`config.mk`:
```
export PLATFORM = sky130hd
export DESIGN_NAME = des_perm_pipe
export DESIGN_NICKNAME = d
export VERILOG_FILES = /design/src/rtl/des_perm_pipe.sv
export SDC_FILE = /design/constraint.sdc
export NUM_CORES = 1
export LEC_CHECK = 0
export CORE_ASPECT_RATIO = 2
export CORE_MARGIN = 10
export CORE_UTILIZATION = 52
export DETAILED_ROUTE_END_ITERATION = 8
export PLACE_DENSITY = 0.89
export SYNTH_ARGS = -nofsm -noshare
export SYNTH_HDL_FRONTEND = slang
export SYNTH_SLANG_ARGS = --single-unit
```
`constraint.sdc`:
```
create_clock -name CLK -period 1.9 [get_ports CLK]
set_input_delay 0.19 -clock CLK [delete_from_list [all_inputs] [get_ports CLK]]
set_output_delay 0.19 -clock CLK [all_outputs]
set_load 0.1 [all_outputs]
```
`src/rtl/des_perm_pipe.sv`:
```
// des_perm_pipe: pipelined DES FP/IP/swap-FP/bypass permutation stream stage; `define DES_PERM_CNT_EN adds PERF_CNT
module des_perm_pipe #(
  parameter int LANES  = 1,
  parameter int STAGES = 2
) (
  input  logic                CLK,
  input  logic                RST_N,
  input  logic                IN_VALID,
  output logic                IN_READY,
  input  logic [1:0]          IN_MODE,
  input  logic [64*LANES-1:0] IN_DATA,
  output logic                OUT_VALID,
  input  logic                OUT_READY,
  output logic [1:0]          OUT_MODE,
  output logic [64*LANES-1:0] OUT_DATA
`ifdef DES_PERM_CNT_EN
  ,
  output logic [15:0]         PERF_CNT
`endif
);
  localparam int W = 64 * LANES;

  function automatic int fp_src(input int i);
    return (i % 8) % 2 == 0 ? 39 + 4 * (i % 8) - i / 8 : 4 * (i % 8) + 3 - i / 8;
  endfunction

  logic [W-1:0] fp_x, fp_s, ip_x, xf_d;
  logic run_q, in_fire;
  logic [STAGES-1:0] v_q, ld;
  logic [STAGES-1:0][1:0] m_q;
  logic [STAGES-1:0][W-1:0] d_q;

  for (genvar l = 0; l < LANES; l++) begin : g_lane
    logic [63:0] x, sw;
    assign x  = IN_DATA[64*l +: 64];
    assign sw = {x[31:0], x[63:32]};
    for (genvar i = 0; i < 64; i++) begin : g_bit
      localparam int P = fp_src(i);
      assign fp_x[64*l+i] = x[P];
      assign fp_s[64*l+i] = sw[P];
      assign ip_x[64*l+P] = x[i];
    end
  end

  // transform selected by the incoming mode, ahead of stage 0
  always_comb xf_d = IN_MODE == 2'b00 ? fp_x : IN_MODE == 2'b01 ? ip_x : IN_MODE == 2'b10 ? IN_DATA : fp_s;

  // a stage may load when output drains or any stage at or after it is empty
  always_comb for (int s = 0; s < STAGES; s++) ld[s] = OUT_READY || !(&(v_q | STAGES'((1 << s) - 1)));

  assign IN_READY  = run_q && ld[0];
  assign in_fire   = IN_VALID && IN_READY;
  assign OUT_VALID = v_q[STAGES-1];
  assign OUT_MODE  = m_q[STAGES-1];
  assign OUT_DATA  = d_q[STAGES-1];

  // pipeline shift with bubble collapse; data only captured when a valid entry arrives
  always_ff @(posedge CLK or negedge RST_N) begin
    if (!RST_N) begin
      run_q <= 1'b0;
      v_q   <= '0;
      m_q   <= '0;
      d_q   <= '0;
    end else begin
      run_q <= 1'b1;
      for (int s = 0; s < STAGES; s++) begin
        if (ld[s]) begin
          v_q[s] <= s == 0 ? in_fire : v_q[s == 0 ? 0 : s - 1];
          if (s == 0 ? in_fire : v_q[s == 0 ? 0 : s - 1]) begin
            m_q[s] <= s == 0 ? IN_MODE : m_q[s == 0 ? 0 : s - 1];
            d_q[s] <= s == 0 ? xf_d : d_q[s == 0 ? 0 : s - 1];
          end
        end
      end
    end
  end

`ifdef DES_PERM_CNT_EN
  logic [15:0] cnt_q;
  assign PERF_CNT = cnt_q;
  // saturating count of output transfers
  always_ff @(posedge CLK or negedge RST_N) begin
    if (!RST_N) cnt_q <= '0;
    else if (OUT_VALID && OUT_READY && cnt_q != 16'hFFFF) cnt_q <= cnt_q + 16'd1;
  end
`endif
endmodule

```
==> qor.yml <==
logic_synthesis:
  avgSynthCellArea_um2: 15.9
  yosysUniqueCellTypes: 16
  post_synth_inst_count: 438
  ys_seq_elements: 135
  syn-cell-area_um2: 6990
  share_of_synthesized_area_occupied_by_flip_flops_and_latches: 0.484
  synth_top_cells_by_area: "sky130_fd_sc_hd__dfrtp_1 (48%), sky130_fd_sc_hd__mux2_2 (22%), sky130_fd_sc_hd__mux4_2 (19%), sky130_fd_sc_hd__buf_4 (7.3%), sky130_fd_sc_hd__buf_2 (1.4%)"
  synth_warnings: 0
  syn_nets: 508
  synthDominantAreaCellType: "sky130_fd_sc_hd__dfrtp_1"
  fraction_of_synthesized_cell_area_taken_by_the_top_area_cell_type: 0.484
sta:
  final.setup.tns_ns: 0
  unrepaired_setup_endpoints_after_global_routing: "false"
  skew_ns: 0.00775
  portion_of_the_clock_cycle_consumed_by_the_worst_path_in_the_final_layout: 0.845
  hold_viol: 0
  tmin_final_ns: 1.60
  drv_slew: 0
  finalSetupViolCount: 0
  postLayoutSetupSlackWorst_ns: 0.295
  max_fclk_mhz: 623
  hold_ws_ns: 0.238
clock_network:
  cts-htree-levels: 4
  postCtsResizedCells: 0
  postCtsSetupRepairBufs: 0
  cts_root_buf: "sky130_fd_sc_hd__clkbuf_16"
  tritoncts: "yes"
  cts_max_path_buffers: 2
  path_clk_slew_ns: 0.06
  clk-insertion-delay-late_ns: 0.41
  cts-buffers-inserted: 17
  clock_sinks: 135
die:
  design.die.area_um2: 18800
  initial_cell_density_of_the_core: 0.535
  floorplan.die.height_um: 184
  design.core.area_um2: 13100
  die-width_um: 102
  rows: 59
  io-pin-count: 138
cells_and_area:
  fraction_of_the_core_area_covered_by_cells_at_the_end_of_the_flow: 0.660
  fin_area_um2: 8620
  n_fill_cell: 893
  non_filler_cells_final: 683
  insertedDiodeCount: 0
  final_layout_size_suffix_gt1_frac: 0.595
  design.final.nets: 588
  synthToLayoutAreaGrowth_pct: 23.4
  layout_common_cells: "sky130_fd_sc_hd__dfrtp_1 (134), sky130_fd_sc_hd__mux2_2 (134), sky130_fd_sc_hd__buf_4 (76)"
drt:
  wirelength_um: 17600
  first_iter_violations: 291
  via_cell_ratio: 6.07
  first_pass_iters: 4
  avgRoutedWirePerCell_um: 25.7
  route.vias.total: 4147
  post-route-drc-count: 0
  drtAntennaViolNets: 0
grt:
  grt_start_max_net_pins: 48
  initial_antenna_violation_count: 0
  grt_first_pass_wirelength_um: 27900
  grt_overflow: 0
  grt_pass1_vias: 4774
  track_usage: 0.199
pwr:
  power.ir.vdd_worst_mv: 1.07
  leakage_nw: 3.62
  total_power_mw: 14.8
  powerDensity_nw_per_um2: 1720
min_path:
  hold_path_class: "primary input to asynchronous set/reset pin"
placed_design:
  io_buffer_count: 137
  routabilityCongestion: 0.892
  hpwlAfterDp_um: 13400
  placed_cell_area_um2: 7980
  placement.setup.worst_slack_ns: 0.144
  numPlacedInstances: 650
worst_setup_path:
  critPathKind: "register to output pin"
  worst_setup_path_end_kind: "output pin"
  critical_path.max_fanout: 3
  worst_ep_arrival_time_ns: 1.41
  cp.required_ns: 1.71
  kind_of_start_point_of_the_critical_path: "register"
job:
  drv_cap: 0
status:
  outcome: "completed"
worst max-delay path, stage by stage, from the launching register on:
cell	delay, ns
sky130_fd_sc_hd__dfrtp_2	0.42
sky130_fd_sc_hd__nand3b_1	0.18
sky130_fd_sc_hd__and2_1	0.22
sky130_fd_sc_hd__buf_12	0.19
flip-flops by register name, summed over array words and instances (netlist names):
| signal | cells |
|---|---|
| OUT_DATA | 64 |
| m_q | 2 |
| d_q | 64 |
| run_q | 1 |
| v_q | 2 |
| OUT_MODE | 2 |
report_power, final:
part | switching (mW) | internal (mW)
sequential | 0.507 | 3.76
combinational | 5.24 | 1.80
clock | 1.23 | 2.26
total | 6.98 | 7.82
final timing paths:
path / endpoint / from / depth (start not counted) / slack, ns
max: IN_READY / v_q[1]$_DFFE_PN0P_ / 3 / 0.30
min: d_q[43]$_DFFE_PN0P_ / RST_N / 2 / 0.24
max in group asynchronous: d_q[35]$_DFFE_PN0P_ / RST_N / 3 / 1.05
min reg2reg: OUT_DATA[9]$_DFFE_PN0P_ / d_q[9]$_DFFE_PN0P_ / 1 / 0.50
min in group CLK: m_q[0]$_DFFE_PN0P_ / IN_MODE[0] / 3 / 0.33
max reg2reg: d_q[62]$_DFFE_PN0P_ / v_q[0]$_DFFE_PN0P_ / 4 / 0.44
Yosys cell counts (all sizes together):
cell type	instances
nor2	2
mux2i	2
and2	1
buf	94
dfrtp	135
nand2b	2
a21oi	2
nand3	1
conb	1
mux2	134
nand2	3
mux4	60
nand3b	1
routing by layer:
layer	track usage	share of wire	up-vias
li1	-	-	1738
met1	0.221	0.34	2145
met2	0.335	0.53	226
met3	0.0501	0.079	38
met4	0.116	0.044	0
met5	0	0	-
cell type report:
class                           count  area, um^2  area share
Clock buffer                       20         457      0.0530
Timing Repair Buffer              155        1460       0.169
Clock inverter                     12         176      0.0205
Multi-Input combinational cell    209        2960       0.343
Tap cell                          152         190      0.0221
Sequential cell                   135        3380       0.392
logic make-up (layout without fill, tap and decap cells):
family                 count (synthesis)  in the layout  synth area share
muxes                                196            196             0.412
other                                  1              1          0.000537
DFF                                  135            135             0.484
and+or+nand+nor                       10             10           0.00716
buffers and inverters                 94            187            0.0949
AOI/OAI and AO/OA                      2              2           0.00143
repair_timing:
| action | CTS | global route |
|---|---|---|
| setup endpoints to repair | 0 | 0 |
| hold endpoints to repair | 32 | 0 |
| hold buffers | 1 | 0 |
Power figures use the tool's default switching activity.
